[src/rtl/mips_mc_control_pkg.sv]
// Shared declarations for the multicycle MIPS controller: opcodes, FSM state
// encoding, ALU class codes and datapath mux select codes.
// Ports: none (package mips_decls_p).
package mips_decls_p;

  // Primary opcodes, taken from instr[31:26].
  typedef enum logic [5:0] {
    OP_RTYPE = 6'h00,
    OP_J     = 6'h02,
    OP_BEQ   = 6'h04,
    OP_BNE   = 6'h05,
    OP_ADDI  = 6'h08,
    OP_ORI   = 6'h0d,
    OP_LW    = 6'h23,
    OP_SW    = 6'h2b
  } opcode_t;

  typedef enum logic [3:0] {
    S_FETCH   = 4'd0,
    S_DECODE  = 4'd1,
    S_MEMADR  = 4'd2,
    S_MEMRD   = 4'd3,
    S_MEMWB   = 4'd4,
    S_MEMWR   = 4'd5,
    S_RTEX    = 4'd6,
    S_ALUWB   = 4'd7,
    S_BEQEX   = 4'd8,
    S_BNEEX   = 4'd9,
    S_ADDIEX  = 4'd10,
    S_ORIEX   = 4'd11,
    S_IMMWB   = 4'd12,
    S_JMP     = 4'd13,
    S_ILLEGAL = 4'd14
  } mc_state_t;

  localparam logic [1:0] ALUOP_ADD   = 2'b00;
  localparam logic [1:0] ALUOP_SUB   = 2'b01;
  localparam logic [1:0] ALUOP_FUNCT = 2'b10;
  localparam logic [1:0] ALUOP_OR    = 2'b11;

  localparam logic [1:0] PCSRC_ALU    = 2'b00;  // PC+4 straight from the ALU
  localparam logic [1:0] PCSRC_ALUOUT = 2'b01;  // branch target held in ALUOut
  localparam logic [1:0] PCSRC_JUMP   = 2'b10;

  localparam logic [1:0] ALUSRCB_REG   = 2'b00;
  localparam logic [1:0] ALUSRCB_FOUR  = 2'b01;
  localparam logic [1:0] ALUSRCB_IMM   = 2'b10;
  localparam logic [1:0] ALUSRCB_IMMSH = 2'b11;  // immediate << 2

  // States that wait on mem_ready and are covered by the timeout counter.
  function automatic logic is_wait_state(mc_state_t s);
    return (s == S_FETCH) || (s == S_MEMRD) || (s == S_MEMWR);
  endfunction

endpackage

[src/rtl/mips_mc_control_mc_wait_timer.sv]
// Memory wait counter: clears on entry to a wait state, counts cycles spent
// waiting with mem_ready low, saturates at MEM_TIMEOUT and flags the timeout.
// Ports: clk, rst (sync, active-high), clear_i, wait_i, mem_ready_i, timeout_o.
module mc_wait_timer #(
  parameter int MEM_TIMEOUT = 15,
  parameter int TW          = 8
) (
  input  logic clk,
  input  logic rst,
  input  logic clear_i,      // next cycle is the first in a wait state
  input  logic wait_i,       // current state is a wait state
  input  logic mem_ready_i,
  output logic timeout_o
);

  localparam logic [TW-1:0] CNT_MAX = TW'(MEM_TIMEOUT);

  logic [TW-1:0] cnt_q, cnt_d;
  logic          stalled;

  assign stalled = wait_i && !mem_ready_i;

  always_comb begin
    cnt_d = cnt_q;
    if (clear_i) begin
      cnt_d = '0;
    end else if (stalled && (cnt_q != CNT_MAX)) begin
      cnt_d = cnt_q + TW'(1);
    end
  end

  always_ff @(posedge clk) begin
    if (rst) cnt_q <= '0;
    else     cnt_q <= cnt_d;
  end

  // A ready in the limit cycle completes the access, so ready suppresses it.
  assign timeout_o = stalled && (cnt_q == CNT_MAX);

endmodule

[src/rtl/mips_mc_control.sv]
// Multicycle MIPS control FSM: steps the shared-memory datapath through
// fetch/decode/execute/memory/writeback with a memory-wait timeout.
// Ports: clk, rst (sync, active-high), opcode, mem_ready -> datapath enables,
// mux selects, mem_err pulse, state_o debug; illegal_op only when
// MIPS_MC_ILLEGAL_TRAP_EN is defined (ILLEGAL becomes a terminal trap state).
module mips_mc_control
  import mips_decls_p::*;
#(
  parameter int MEM_TIMEOUT = 15,
  parameter int TW          = 8
) (
  input  logic       clk,
  input  logic       rst,
  input  opcode_t    opcode,
  input  logic       mem_ready,
  output logic       pcwrite,
  output logic       irwrite,
  output logic       regwrite,
  output logic       memwrite,
  output logic       iord,
  output logic       memtoreg,
  output logic       regdst,
  output logic       alusrca,
  output logic       branch,
  output logic       branchne,
  output logic       sign_extend_enb,
  output logic [1:0] alusrcb,
  output logic [1:0] pcsrc,
  output logic [1:0] aluop,
  output logic       mem_err,
`ifdef MIPS_MC_ILLEGAL_TRAP_EN
  output logic       illegal_op,
`endif
  output logic [3:0] state_o
);

  mc_state_t state_q, state_d;
  logic      timeout;
  logic      timer_clear;

  // Counter restarts whenever we arrive in a wait state, including the
  // FETCH->FETCH retry after a fetch timeout.
  assign timer_clear = is_wait_state(state_d) && ((state_d != state_q) || timeout);

  mc_wait_timer #(
    .MEM_TIMEOUT (MEM_TIMEOUT),
    .TW          (TW)
  ) u_wait_timer (
    .clk         (clk),
    .rst         (rst),
    .clear_i     (timer_clear),
    .wait_i      (is_wait_state(state_q)),
    .mem_ready_i (mem_ready),
    .timeout_o   (timeout)
  );

  always_ff @(posedge clk) begin
    if (rst) state_q <= S_FETCH;
    else     state_q <= state_d;
  end

  always_comb begin
    state_d         = state_q;
    pcwrite         = 1'b0;
    irwrite         = 1'b0;
    regwrite        = 1'b0;
    memwrite        = 1'b0;
    iord            = 1'b0;
    memtoreg        = 1'b0;
    regdst          = 1'b0;
    alusrca         = 1'b0;
    branch          = 1'b0;
    branchne        = 1'b0;
    sign_extend_enb = 1'b0;
    alusrcb         = ALUSRCB_REG;
    pcsrc           = PCSRC_ALU;
    aluop           = ALUOP_ADD;

    unique case (state_q)
      S_FETCH: begin
        alusrcb = ALUSRCB_FOUR;
        if (mem_ready) begin
          pcwrite = 1'b1;
          irwrite = 1'b1;
          state_d = S_DECODE;
        end
      end
      S_DECODE: begin
        alusrcb         = ALUSRCB_IMMSH;
        sign_extend_enb = 1'b1;
        case (opcode)
          OP_LW, OP_SW: state_d = S_MEMADR;
          OP_RTYPE:     state_d = S_RTEX;
          OP_BEQ:       state_d = S_BEQEX;
          OP_BNE:       state_d = S_BNEEX;
          OP_ADDI:      state_d = S_ADDIEX;
          OP_ORI:       state_d = S_ORIEX;
          OP_J:         state_d = S_JMP;
          default:      state_d = S_ILLEGAL;
        endcase
      end
      S_MEMADR: begin
        alusrca         = 1'b1;
        alusrcb         = ALUSRCB_IMM;
        sign_extend_enb = 1'b1;
        if (opcode == OP_SW)      state_d = S_MEMWR;
        else if (opcode == OP_LW) state_d = S_MEMRD;
        else                      state_d = S_FETCH;
      end
      S_MEMRD: begin
        iord = 1'b1;
        if (mem_ready)    state_d = S_MEMWB;
        else if (timeout) state_d = S_FETCH;
      end
      S_MEMWB: begin
        regwrite = 1'b1;
        memtoreg = 1'b1;
        state_d  = S_FETCH;
      end
      S_MEMWR: begin
        iord     = 1'b1;
        memwrite = 1'b1;
        if (mem_ready || timeout) state_d = S_FETCH;
      end
      S_RTEX: begin
        alusrca = 1'b1;
        aluop   = ALUOP_FUNCT;
        state_d = S_ALUWB;
      end
      S_ALUWB: begin
        regwrite = 1'b1;
        regdst   = 1'b1;
        state_d  = S_FETCH;
      end
      S_BEQEX, S_BNEEX: begin
        alusrca  = 1'b1;
        aluop    = ALUOP_SUB;
        pcsrc    = PCSRC_ALUOUT;
        branch   = (state_q == S_BEQEX);
        branchne = (state_q == S_BNEEX);
        state_d  = S_FETCH;
      end
      S_ADDIEX: begin
        alusrca         = 1'b1;
        alusrcb         = ALUSRCB_IMM;
        sign_extend_enb = 1'b1;
        state_d         = S_IMMWB;
      end
      S_ORIEX: begin
        alusrca = 1'b1;
        alusrcb = ALUSRCB_IMM;
        aluop   = ALUOP_OR;
        state_d = S_IMMWB;
      end
      S_IMMWB: begin
        regwrite = 1'b1;
        state_d  = S_FETCH;
      end
      S_JMP: begin
        pcsrc   = PCSRC_JUMP;
        pcwrite = 1'b1;
        state_d = S_FETCH;
      end
      S_ILLEGAL: begin
`ifdef MIPS_MC_ILLEGAL_TRAP_EN
        state_d = S_ILLEGAL;
`else
        state_d = S_FETCH;
`endif
      end
      default: state_d = S_FETCH;
    endcase

    // An instruction interrupted by reset must not commit anything.
    if (rst) begin
      pcwrite  = 1'b0;
      irwrite  = 1'b0;
      regwrite = 1'b0;
      memwrite = 1'b0;
    end
  end

  assign mem_err = timeout && !rst;
  assign state_o = state_q;

`ifdef MIPS_MC_ILLEGAL_TRAP_EN
  assign illegal_op = (state_q == S_ILLEGAL);
`endif

endmodule

[config.mk]
export PLATFORM = sky130hd
export DESIGN_NAME = mips_mc_control
export DESIGN_NICKNAME = d
export VERILOG_FILES = /design/src/rtl/mips_mc_control_pkg.sv /design/src/rtl/mips_mc_control_mc_wait_timer.sv /design/src/rtl/mips_mc_control.sv
export SDC_FILE = /design/constraint.sdc
export NUM_CORES = 1
export LEC_CHECK = 0
export CORE_ASPECT_RATIO = 0.8
export CORE_MARGIN = 4
export CORE_UTILIZATION = 45
export CTS_BUF_LIST = sky130_fd_sc_hd__clkbuf_8
export DETAILED_ROUTE_END_ITERATION = 16
export DONT_BUFFER_PORTS = 1
export PLACE_DENSITY = 0.68
export SYNTH_ARGS = -nofsm -noshare
export SYNTH_HDL_FRONTEND = slang
export SYNTH_SLANG_ARGS = --single-unit
[constraint.sdc]
create_clock -name clk -period 2.4 [get_ports clk]
set_input_delay 0.48 -clock clk [delete_from_list [all_inputs] [get_ports clk]]
set_output_delay 0.48 -clock clk [all_outputs]
set_load 0.01 [all_outputs]
==> results of run 1 <==
cell usage after synthesis (2+ instances only):
library cell / n
sky130_fd_sc_hd__a21oi_1: 14
sky130_fd_sc_hd__a31oi_1: 2
sky130_fd_sc_hd__and3_1: 2
sky130_fd_sc_hd__buf_2: 2
sky130_fd_sc_hd__buf_6: 2
sky130_fd_sc_hd__clkbuf_1: 4
sky130_fd_sc_hd__dfxtp_1: 12
sky130_fd_sc_hd__inv_1: 4
sky130_fd_sc_hd__nand2_1: 9
sky130_fd_sc_hd__nand2b_1: 8
sky130_fd_sc_hd__nand3_1: 5
sky130_fd_sc_hd__nand4_1: 2
sky130_fd_sc_hd__nor2_1: 18
sky130_fd_sc_hd__nor2b_1: 5
sky130_fd_sc_hd__nor3_1: 6
sky130_fd_sc_hd__nor3b_1: 2
sky130_fd_sc_hd__nor4_1: 3
sky130_fd_sc_hd__nor4b_1: 2
sky130_fd_sc_hd__o211ai_1: 2
sky130_fd_sc_hd__o21ai_0: 7
sky130_fd_sc_hd__or2_2: 2
sky130_fd_sc_hd__xnor2_1: 4
sky130_fd_sc_hd__xor2_1: 4
final cells by class:
type / instances / area, um2
fill: 209 / 1050
clock buffer: 3 / 41.3
sequential: 12 / 240
tap: 34 / 42.5
timing repair buffer: 7 / 52.6
multi-input combinational: 125 / 825
inverter: 4 / 15.0
cells by family (layout without fill, tap and decap cells):
| group | Yosys count | after routing | synth area share (%) |
|---|---|---|---|
| DFF | 12 | 12 | 21.4 |
| adders and majority gates | 1 | 1 | 1.11 |
| and+or+nand+nor | 74 | 74 | 37.2 |
| buffers and inverters | 12 | 14 | 5.57 |
| muxes | 2 | 2 | 1.90 |
| xor gates and xnor gates | 8 | 8 | 6.24 |
| AOI/OAI and AO/OA | 40 | 40 | 26.5 |
repair_timing:
action / CTS / global route
endpoints found under the hold margin: 0 / 0
setup endpoints to repair: 0 / 2
gates resized for setup: 0 / 1
power breakdown:
part / internal, mW / switching, mW
sequential: 0.218 / 0.0329
combinational: 0.114 / 0.172
clock: 0.110 / 0.0625
total: 0.441 / 0.267
worst max-delay path, cell delays in order (launching register included):
cell and delay (ns):
sky130_fd_sc_hd__dfxtp_1 0.45, sky130_fd_sc_hd__nor4_1 0.42, sky130_fd_sc_hd__a22oi_2 0.22, sky130_fd_sc_hd__nor4_1 0.31, sky130_fd_sc_hd__buf_4 0.17
per-layer routing:
layer	part of all wire [%]	up-vias	track usage, %
li1	-	555	-
met1	47	506	23.5
met3	10	0	6.44
met4	0	0	2.15
met5	0	-	0
met2	42	45	28.0
state kept, by name, summed over array words and instances (netlist names):
register            count
state_o                 4
u_wait_timer.cnt_q      8
worst paths after layout:
kind | startpoint | slack, ns | endpoint | cells after the start
max | state_o[3]$_SDFF_PP0_ | 0.12 | mem_err | 4
min reg2reg | u_wait_timer.cnt_q[1]$_SDFFE_PP0P_ | 0.58 | u_wait_timer.cnt_q[1]$_SDFFE_PP0P_ | 2
min | rst | 0.36 | state_o[2]$_SDFF_PP0_ | 1
max reg2reg | state_o[1]$_SDFF_PP0_ | 0.29 | u_wait_timer.cnt_q[7]$_SDFFE_PP0P_ | 7
metrics by stage:
step / hold slack [ns] / area, um2
2_1_floorplan: 0.509 / 1120
3_3_place_gp: 0.529 / 1170
3_5_place_dp: 0.564 / 1170
4_1_cts: 0.354 / 1210
5_1_grt: 0.352 / 1220
6_report: 0.357 / 1220
==> metrics.md, run 1 <==
| Metric | Value |
|---|---|
| Yosys cell types | `51` |
| Width of the die | `63.8 um` |
| Post-place setup slack | `0.194 ns` |
| TritonCTS clock tree | `done` |
| Initial Util | `49.4%` |
| Setup clock skew after layout | `0.00328 ns` |
| Gr usage total | `17.7%` |
| Share of the clock period used by the worst path | `95.1%` |
| Cell accounting for the most synthesized area | `sky130_fd_sc_hd__dfxtp_1` |
| Cell at the root of the clock tree | `sky130_fd_sc_hd__clkbuf_8` |
| Count of mapped cells out of synthesis | `149` |
| TritonCTS sink count | `12` |
| Hold violation count in the final report | `0` |
| Critical path required time | `1.92 ns` |
| Final setup TNS | `0 ns` |
| Standard cell core area | `0.00227 mm2` |
| Run status | `complete, no violations` |
| Total number of vias | `1,106` |
| Most common flop cell mapped by yosys | `sky130_fd_sc_hd__dfxtp_1` |
| Post-layout power | `709 uW` |
| Largest net degree at the start of global routing | `16` |
| Top achievable clock speed | `438 MHz` |
| Number of hold buffers added after CTS | `0` |
| Peak fanout along the critical path | `15` |
| Worst setup slack after layout | `0.118 ns` |
| Final wirelength | `2850 um` |
| Global-route wire length before repair | `4730 um` |
| Avg Inst Size Synth | `7.53 um2` |
| Leakage Power | `0.416 nW` |
| Critical path capture point type | `output pin` |
| Worst Setup Start Kind | `flip-flop` |
| Worst-case vdd ir drop | `346 uV` |
| Async SR Flop Fraction | `0%` |
| Flip-flop and latch count after synthesis | `12` |
| Area growth from synthesis to layout | `8.36%` |
| Mean routed wirelength per cell | `15.4 um` |
| Commonest non-fill, non-tap cells in the layout | `18 x sky130_fd_sc_hd__nor2_1, 14 x sky130_fd_sc_hd__a21oi_1, 12 x sky130_fd_sc_hd__dfxtp_1` |
| Final slew viol count | `0` |
| DRC errors left | `0` |
| Post-synthesis net count | `159` |
| Number of global-route vias before repair | `1,004` |
| Setup Crit Path Kind | `reg -> out` |
| Number of standard cells in the final layout excluding fillers | `185` |
| Drt initial violations | `66` |
| Number of CTS-inserted buffers | `3` |
| First-pass DRT Iterations | `4` |
| Share of final-layout standard cells stronger than drive strength 1 | `15.9%` |
| Port-buffer cells | `0` |
| Routability congestion estimate | `0.865` |
| Die Height | `52.7 um` |
| Portion of the post-synthesis area used by sequential elements | `21.4%` |
| Max Cap Violations | `0` |
| Number of placement rows | `15` |
| Class of the tightest hold or removal check | `in -> reg` |
| Tightest slew margin relative to the limit | `68.3%` |
| IO Pins | `31` |
| Antenna cell count | `0` |
| Setup bufs post-CTS | `0` |
| Die Outline Area | `0.00336 mm2` |
| Commonest non-fill, non-tap cell in the layout | `sky130_fd_sc_hd__nor2_1` |
| Deepest level of the CTS H-tree | `1` |
| Post-synth EDFFs | `0` |
| Number of nets in the final layout | `163` |
| Time the final worst path needs with I/O delays and setup | `2.28 ns` |
| Vias per std cell | `5.98` |
| Top cells by area, synth | `sky130_fd_sc_hd__dfxtp_1 21%, sky130_fd_sc_hd__a21oi_1 6.2%, sky130_fd_sc_hd__nor2_1 6.0%` |
| Clock network latency to the later pin of the worst-skew pair | `0.23 ns` |
| Cell count after placement | `182` |
| Yosys warnings | `0` |
| Critical Path AT | `1.80 ns` |
| Area share of the largest cell type after synthesis | `21.4%` |
| Residual overflow from global routing | `0` |
| Count of final setup violators | `0` |
| Post-synth design cell area | `0.00112 mm2` |
| Share of the core filled with cells in the final layout | `53.6%` |
| Power per cell area | `583 mW/mm2` |
| Number of antenna violations at the first check in global routing | `0` |
| Bufs on Longest Clock Path | `2` |
| Half-perimeter wire length of the detailed placement result | `2220 um` |
| Clock transition at the registers of the reported paths | `0.04 ns` |
| Transition time at the pin with the least slew margin | `0.476 ns` |
| Antenna violation net count after detailed routing | `0` |
Power figures use the tool's default switching activity.
==> inputs of run 2 (changes only) <==
--- a/config.mk
+++ b/config.mk
@@ -7,11 +7,11 @@
 export LEC_CHECK = 0
 export CORE_ASPECT_RATIO = 0.8
 export CORE_MARGIN = 4
-export CORE_UTILIZATION = 45
+export CORE_UTILIZATION = 40
 export CTS_BUF_LIST = sky130_fd_sc_hd__clkbuf_8
 export DETAILED_ROUTE_END_ITERATION = 16
 export DONT_BUFFER_PORTS = 1
-export PLACE_DENSITY = 0.68
+export PLACE_DENSITY = 0.62
 export SYNTH_ARGS = -nofsm -noshare
 export SYNTH_HDL_FRONTEND = slang
 export SYNTH_SLANG_ARGS = --single-unit
==> metrics.md, run 2 (synthesis results as in run 1) <==
| Metric | Value |
|---|---|
| Run status | `complete, no violations` |
| Critical path capture point type | `output pin` |
| Setup clock skew after layout | `0.00105 ns (-0.00223 ns)` |
| Total number of vias | `1,114 (+0.72%)` |
| Final slew viol count | `0 (unchanged)` |
| Antenna violation net count after detailed routing | `0 (unchanged)` |
| Power per cell area | `615 mW/mm2 (+5.5%)` |
| DRC errors left | `0 (unchanged)` |
| Critical Path AT | `1.79 ns (about the same)` |
| Die Outline Area | `0.00372 mm2 (+11%)` |
| Worst Setup Start Kind | `flip-flop` |
| Share of the clock period used by the worst path | `94.6% (-0.54 points)` |
| RR Startpoint | `state_o[1]$_SDFF_PP0_` |
| Buffer and inverter count on the worst path | `1 (unchanged)` |
| Clock transition at the registers of the reported paths | `0.05 ns (about the same)` |
| Tightest slew margin relative to the limit | `65.7% (-2.5 points)` |
| Vias per std cell | `5.89 (-1.4%)` |
| Chain of cells forming the critical path | `nor2_1 > nor4b_1 > buf_4` |
| Deepest level of the CTS H-tree | `1 (unchanged)` |
| Length of routed wiring on met1 | `1470 um (+8.6%)` |
| Number of nets in the final layout | `164 (+0.61%)` |
| First-pass DRT Iterations | `4 (unchanged)` |
| Largest net degree at the start of global routing | `12 (-4)` |
| Initial Util | `43.8% (-5.6 points)` |
| Capture endpoint of the worst hold path | `state_o[2]$_SDFF_PP0_` |
| Peak fanout along the critical path | `11 (-4)` |
| Global-route wire length before repair | `5140 um (+8.6%)` |
| Switching part of the total | `37.1% (-0.65 points)` |
| Time the final worst path needs with I/O delays and setup | `2.27 ns (-0.0129 ns)` |
| Count of final setup violators | `0 (unchanged)` |
| Hold violation count in the final report | `0 (unchanged)` |
| Cell at the root of the clock tree | `sky130_fd_sc_hd__clkbuf_8` |
| Share of final-layout standard cells stronger than drive strength 1 | `17.0% (+1.1 points)` |
| Critical Path Slowest Stage Cell | `sky130_fd_sc_hd__dfxtp_1` |
| Critical path required time | `1.92 ns (about the same)` |
| Worst-case vdd ir drop | `440 uV (+27%)` |
| Power share of the clock group | `29.0% (+4.7 points)` |
| Cell count after placement | `185 (+1.6%)` |
| Number of gates resized after cts | `0 (unchanged)` |
| Port-buffer cells | `0 (unchanged)` |
| Routed met2 length | `1350 um (+12%)` |
| Number of placement rows | `16 (+1)` |
| Number of CTS-inserted buffers | `3 (unchanged)` |
| Die Height | `55.4 um (+5.1%)` |
| Highest metal layer used by the detailed router | `met3` |
| Area growth from synthesis to layout | `10.6%` |
| Final hold slack | `0.363 ns (+0.00675 ns)` |
| Standard cell core area | `0.00256 mm2 (+13%)` |
| Drt initial violations | `53 (-20%)` |
| Hold wc startpoint | `rst` |
| Leakage Power | `0.428 nW (+3.0%)` |
| Number of hold buffers added after CTS | `0 (unchanged)` |
| Max incr delay on CP | `0.47 ns (+0.02 ns)` |
| Share of total power in combinational logic | `38.9% (-1.5 points)` |
| Number of stages on the worst setup path | `3 (-1)` |
| Routability congestion estimate | `0.968 (+12%)` |
| RSZ-0062 raised after global routing | `false` |
| Internal | `480 uW (+8.8%)` |
| Residual overflow from global routing | `0 (unchanged)` |
| Number of antenna violations at the first check in global routing | `0 (unchanged)` |
| Commonest non-fill, non-tap cell in the layout | `sky130_fd_sc_hd__nor2_1` |
| Class of the tightest hold or removal check | `in -> reg` |
| Setup Crit Path Kind | `reg -> out` |
| TritonCTS sink count | `12 (unchanged)` |
| Number of global-route vias before repair | `1,067 (+6.3%)` |
| Final setup TNS | `0 ns (unchanged)` |
| Mean routed wirelength per cell | `16.2 um (+5.2%)` |
| Number of standard cells in the final layout excluding fillers | `189 (+2.2%)` |
| Max Cap Violations | `0 (unchanged)` |
| Bufs on Longest Clock Path | `2 (unchanged)` |
| Clock network latency to the later pin of the worst-skew pair | `0.24 ns (about the same)` |
| TritonCTS clock tree | `done` |
| Width of the die | `67.2 um (+5.3%)` |
| Net switching power | `283 uW (+5.8%)` |
| Largest register FFs | `8 (unchanged)` |
| Gr usage total | `17.1% (-0.55 points)` |
| Top achievable clock speed | `441 MHz (+0.57%)` |
| Register with the highest flop count | `u_wait_timer.cnt_q` |
| Family with the most delay on the worst path | `simple AND/OR/NAND/NOR gates` |
| Commonest non-fill, non-tap cells in the layout | `18 x sky130_fd_sc_hd__nor2_1, 14 x sky130_fd_sc_hd__a21oi_1, 12 x sky130_fd_sc_hd__dfxtp_1` |
| IO Pins | `31 (unchanged)` |
| Proportion of power drawn by flip-flops and latches | `32.2% (-3.1 points)` |
| Worst setup slack for register-to-register paths | `0.29 ns (about the same)` |
| Transition time at the pin with the least slew margin | `0.513 ns (+0.0379 ns)` |
| Half-perimeter wire length of the detailed placement result | `2470 um (+11%)` |
| End of the worst register-to-register path | `u_wait_timer.cnt_q[7]$_SDFFE_PP0P_` |
| Antenna cell count | `0 (unchanged)` |
| Met3 wire len | `243 um (-16%)` |
| Setup bufs post-CTS | `0 (unchanged)` |
| Hold Crit Depth | `1 (unchanged)` |
| Depth of the most critical reg-to-reg path | `7 (unchanged)` |
| Final wirelength | `3060 um (+7.5%)` |
[run 2: per-layer routing]
layer,global-route usage [%],vias up
li1,-,562
met1,23.5,513
met2,26.9,39
met3,5.07,0
met4,2.31,0
met5,0,-
[run 2: area by class of cell]
class	count	area, um2
clock buffers	4	55.1
fillers	283	1320
inverters	4	15.0
multi-input cells	125	826
flip-flops and latches	12	240
well taps	36	45.0
repair buffers	8	60.1
[run 2: how the worst max path moves through the flow]
stage                                from                                 end  slack, ns
detailed placement              opcode[0]  u_wait_timer.cnt_q[7]$_SDFFE_PP0P_       0.17
global route        state_o[3]$_SDFF_PP0_                             mem_err       0.02
CTS                 state_o[3]$_SDFF_PP0_                             mem_err       0.12
finish              state_o[3]$_SDFF_PP0_                             irwrite       0.13
global placement                opcode[0]  u_wait_timer.cnt_q[5]$_SDFFE_PP0P_       0.26
floorplan                       opcode[2]  u_wait_timer.cnt_q[0]$_SDFFE_PP0P_       0.31
[run 2: per-stage QoR]
step	power [mW]	setup slack, ns	util [%]	area [um2]
floorplan	0.477	0.311	-	1120
finish	0.763	0.130	48.4	1240
CTS	0.766	0.121	48.2	1230
global placement	0.534	0.258	46.0	1180
detailed placement	0.543	0.170	46.0	1180
global route	0.808	0.0219	48.4	1240
[run 2: worst reg2reg max path, cell delays in order, from the launching register on]
cell and delay (ns):
sky130_fd_sc_hd__dfxtp_1 0.50, sky130_fd_sc_hd__buf_4 0.24, sky130_fd_sc_hd__nor2b_1 0.31, sky130_fd_sc_hd__nand3_1 0.12, sky130_fd_sc_hd__a2bb2oi_1 0.16, sky130_fd_sc_hd__a31oi_1 0.38, sky130_fd_sc_hd__o22ai_4 0.17, sky130_fd_sc_hd__a21oi_1 0.15
[run 2: power groups by stage]
stage | Clock (mW) | Combinational (mW) | Sequential, mW
3_3_place_gp | 0 | 0.286 | 0.248
4_1_cts | 0.226 | 0.295 | 0.245
2_1_floorplan | 0 | 0.237 | 0.240
6_report | 0.221 | 0.297 | 0.246
3_5_place_dp | 0 | 0.294 | 0.249
5_1_grt | 0.232 | 0.328 | 0.249
==> inputs of run 3 (changes only) <==
--- a/config.mk
+++ b/config.mk
@@ -12,6 +12,7 @@
 export DETAILED_ROUTE_END_ITERATION = 16
 export DONT_BUFFER_PORTS = 1
 export PLACE_DENSITY = 0.62
+export RECOVER_POWER = 100
 export SYNTH_ARGS = -nofsm -noshare
 export SYNTH_HDL_FRONTEND = slang
 export SYNTH_SLANG_ARGS = --single-unit
==> metrics.md, run 3 (synthesis results as in run 1) <==
| Metric | Value |
|---|---|
| Commonest non-fill, non-tap cells in the layout | `19 x sky130_fd_sc_hd__nor2_1, 14 x sky130_fd_sc_hd__a21oi_1, 12 x sky130_fd_sc_hd__dfxtp_1` |
| Final slew viol count | `0 (unchanged)` |
| Largest net degree at the start of global routing | `12 (unchanged)` |
| Port-buffer cells | `0 (unchanged)` |
| Top achievable clock speed | `448 MHz (+1.7%)` |
| Critical path required time | `1.92 ns (about the same)` |
| RSZ-0062 raised after global routing | `false` |
| Power per cell area | `624 mW/mm2 (+1.4%)` |
| Register with the highest flop count | `u_wait_timer.cnt_q` |
| Post-place setup slack | `0.170 ns (unchanged)` |
| Buffer and inverter count on the worst path | `1 (unchanged)` |
| TritonCTS clock tree | `done` |
| Number of placement rows | `16 (unchanged)` |
| Mean routed wirelength per cell | `16.3 um (+0.49%)` |
| Initial Util | `43.8% (unchanged)` |
| Share of the core filled with cells in the final layout | `47.1% (-1.3 points)` |
| Worst setup slack for register-to-register paths | `0.18 ns (-0.11 ns)` |
| Max incr delay on CP | `0.45 ns (-0.02 ns)` |
| Tightest slew margin relative to the limit | `67.0% (+1.3 points)` |
| Hold violation count in the final report | `0 (unchanged)` |
| Antenna cell count | `0 (unchanged)` |
| Peak fanout along the critical path | `11 (unchanged)` |
| Area growth from synthesis to layout | `7.58%` |
| Die Outline Area | `0.00372 mm2 (unchanged)` |
| Setup clock skew after layout | `0.00159 ns (+0.000538 ns)` |
| Gr usage total | `17.1% (unchanged)` |
| Setup Crit Path Kind | `reg -> out` |
| Chain of cells forming the critical path | `nor2_1 > nor4b_1 > clkbuf_1` |
| Critical path capture point type | `output pin` |
| Residual overflow from global routing | `0 (unchanged)` |
| Number of antenna violations at the first check in global routing | `0 (unchanged)` |
| Width of the die | `67.2 um (unchanged)` |
| Cell at the root of the clock tree | `sky130_fd_sc_hd__clkbuf_8` |
| Number of CTS-inserted buffers | `3 (unchanged)` |
| TritonCTS sink count | `12 (unchanged)` |
| Leakage Power | `0.409 nW (-4.5%)` |
| Final wirelength | `3080 um (+0.49%)` |
| Vias per std cell | `5.86 (-0.54%)` |
| Worst setup slack after layout | `0.168 ns (+0.0374 ns)` |
| Family with the most delay on the worst path | `simple AND/OR/NAND/NOR gates` |
| Half-perimeter wire length of the detailed placement result | `2470 um (unchanged)` |
| Share of final-layout standard cells stronger than drive strength 1 | `12.4% (-4.6 points)` |
| Class of the tightest hold or removal check | `in -> reg` |
| Largest register FFs | `8 (unchanged)` |
| IO Pins | `31 (unchanged)` |
| Global-route wire length before repair | `5140 um (unchanged)` |
| Share of the clock period used by the worst path | `93.0% (-1.6 points)` |
| Standard cell core area | `0.00256 mm2 (unchanged)` |
| First-pass DRT Iterations | `4 (unchanged)` |
| Critical Path AT | `1.75 ns (-0.04 ns)` |
| Final hold slack | `0.362 ns (-0.00125 ns)` |
| Count of final setup violators | `0 (unchanged)` |
| Clock transition at the registers of the reported paths | `0.05 ns (about the same)` |
| Commonest non-fill, non-tap cell in the layout | `sky130_fd_sc_hd__nor2_1` |
| Post-layout power | `753 uW (-1.4%)` |
| Total number of vias | `1,108 (-0.54%)` |
| Time the final worst path needs with I/O delays and setup | `2.23 ns (-0.0374 ns)` |
| Worst Setup Start Kind | `flip-flop` |
| Routability congestion estimate | `0.968 (unchanged)` |
| Bufs on Longest Clock Path | `2 (unchanged)` |
| Critical Path Slowest Stage Cell | `sky130_fd_sc_hd__dfxtp_1` |
| Drt initial violations | `45 (-15%)` |
| Worst-case vdd ir drop | `440 uV (about the same)` |
| Number of global-route vias before repair | `1,067 (unchanged)` |
| Run status | `complete, no violations` |
| Antenna violation net count after detailed routing | `0 (unchanged)` |
| DRC errors left | `0 (unchanged)` |
| Setup bufs post-CTS | `0 (unchanged)` |
| Die Height | `55.4 um (unchanged)` |
| Final setup TNS | `0 ns (unchanged)` |
| Deepest level of the CTS H-tree | `1 (unchanged)` |
| Max Cap Violations | `0 (unchanged)` |
| Transition time at the pin with the least slew margin | `0.491 ns (-0.0227 ns)` |
| Number of nets in the final layout | `164 (unchanged)` |
| Clock network latency to the later pin of the worst-skew pair | `0.24 ns (about the same)` |
-- run 3: cell count changes in the layout (fill, tap and decap cells not counted), sizes merged --
cell,before,now
buf,8,4
clkbuf,4,8
-- run 3: worst paths after layout --
kind                                 startpoint                                  to  cells after the start
max                       state_o[3]$_SDFF_PP0_                             irwrite                      3
min                                         rst               state_o[2]$_SDFF_PP0_                      1
max reg2reg  u_wait_timer.cnt_q[5]$_SDFFE_PP0P_  u_wait_timer.cnt_q[7]$_SDFFE_PP0P_                      6
min reg2reg  u_wait_timer.cnt_q[7]$_SDFFE_PP0P_  u_wait_timer.cnt_q[7]$_SDFFE_PP0P_                      2
-- run 3: report_power, final --
group | internal (mW) | switching, mW
logic | 0.110 | 0.177
clock network | 0.145 | 0.0763
registers | 0.217 | 0.0276
total | 0.472 | 0.281
-- run 3: metal layers --
layer	share of wire (%)	GRT usage, %
met5	0	0
met4	0	2.31
met3	9.5	5.07
met2	43	26.9
met1	47	23.5
-- run 3: final cells by class --
type | count | area (um2)
Tap cell | 36 | 45.0
Inverter | 4 | 15.0
Clock buffer | 4 | 55.1
Multi-Input combinational cell | 125 | 807
Sequential cell | 12 | 240
Fill cell | 290 | 1360
Timing Repair Buffer | 8 | 45.0
-- run 3: through the flow --
stage	cell area, um2	instances
floorplan	1120	149
global placement	1180	185
detailed placement	1180	185
CTS	1230	189
global route	1210	189
finish	1210	189
-- run 3: repair_timing --
item	in CTS	in global routing
hold buffers	0	0
resized for setup	0	1
setup endpoints to repair	0	1
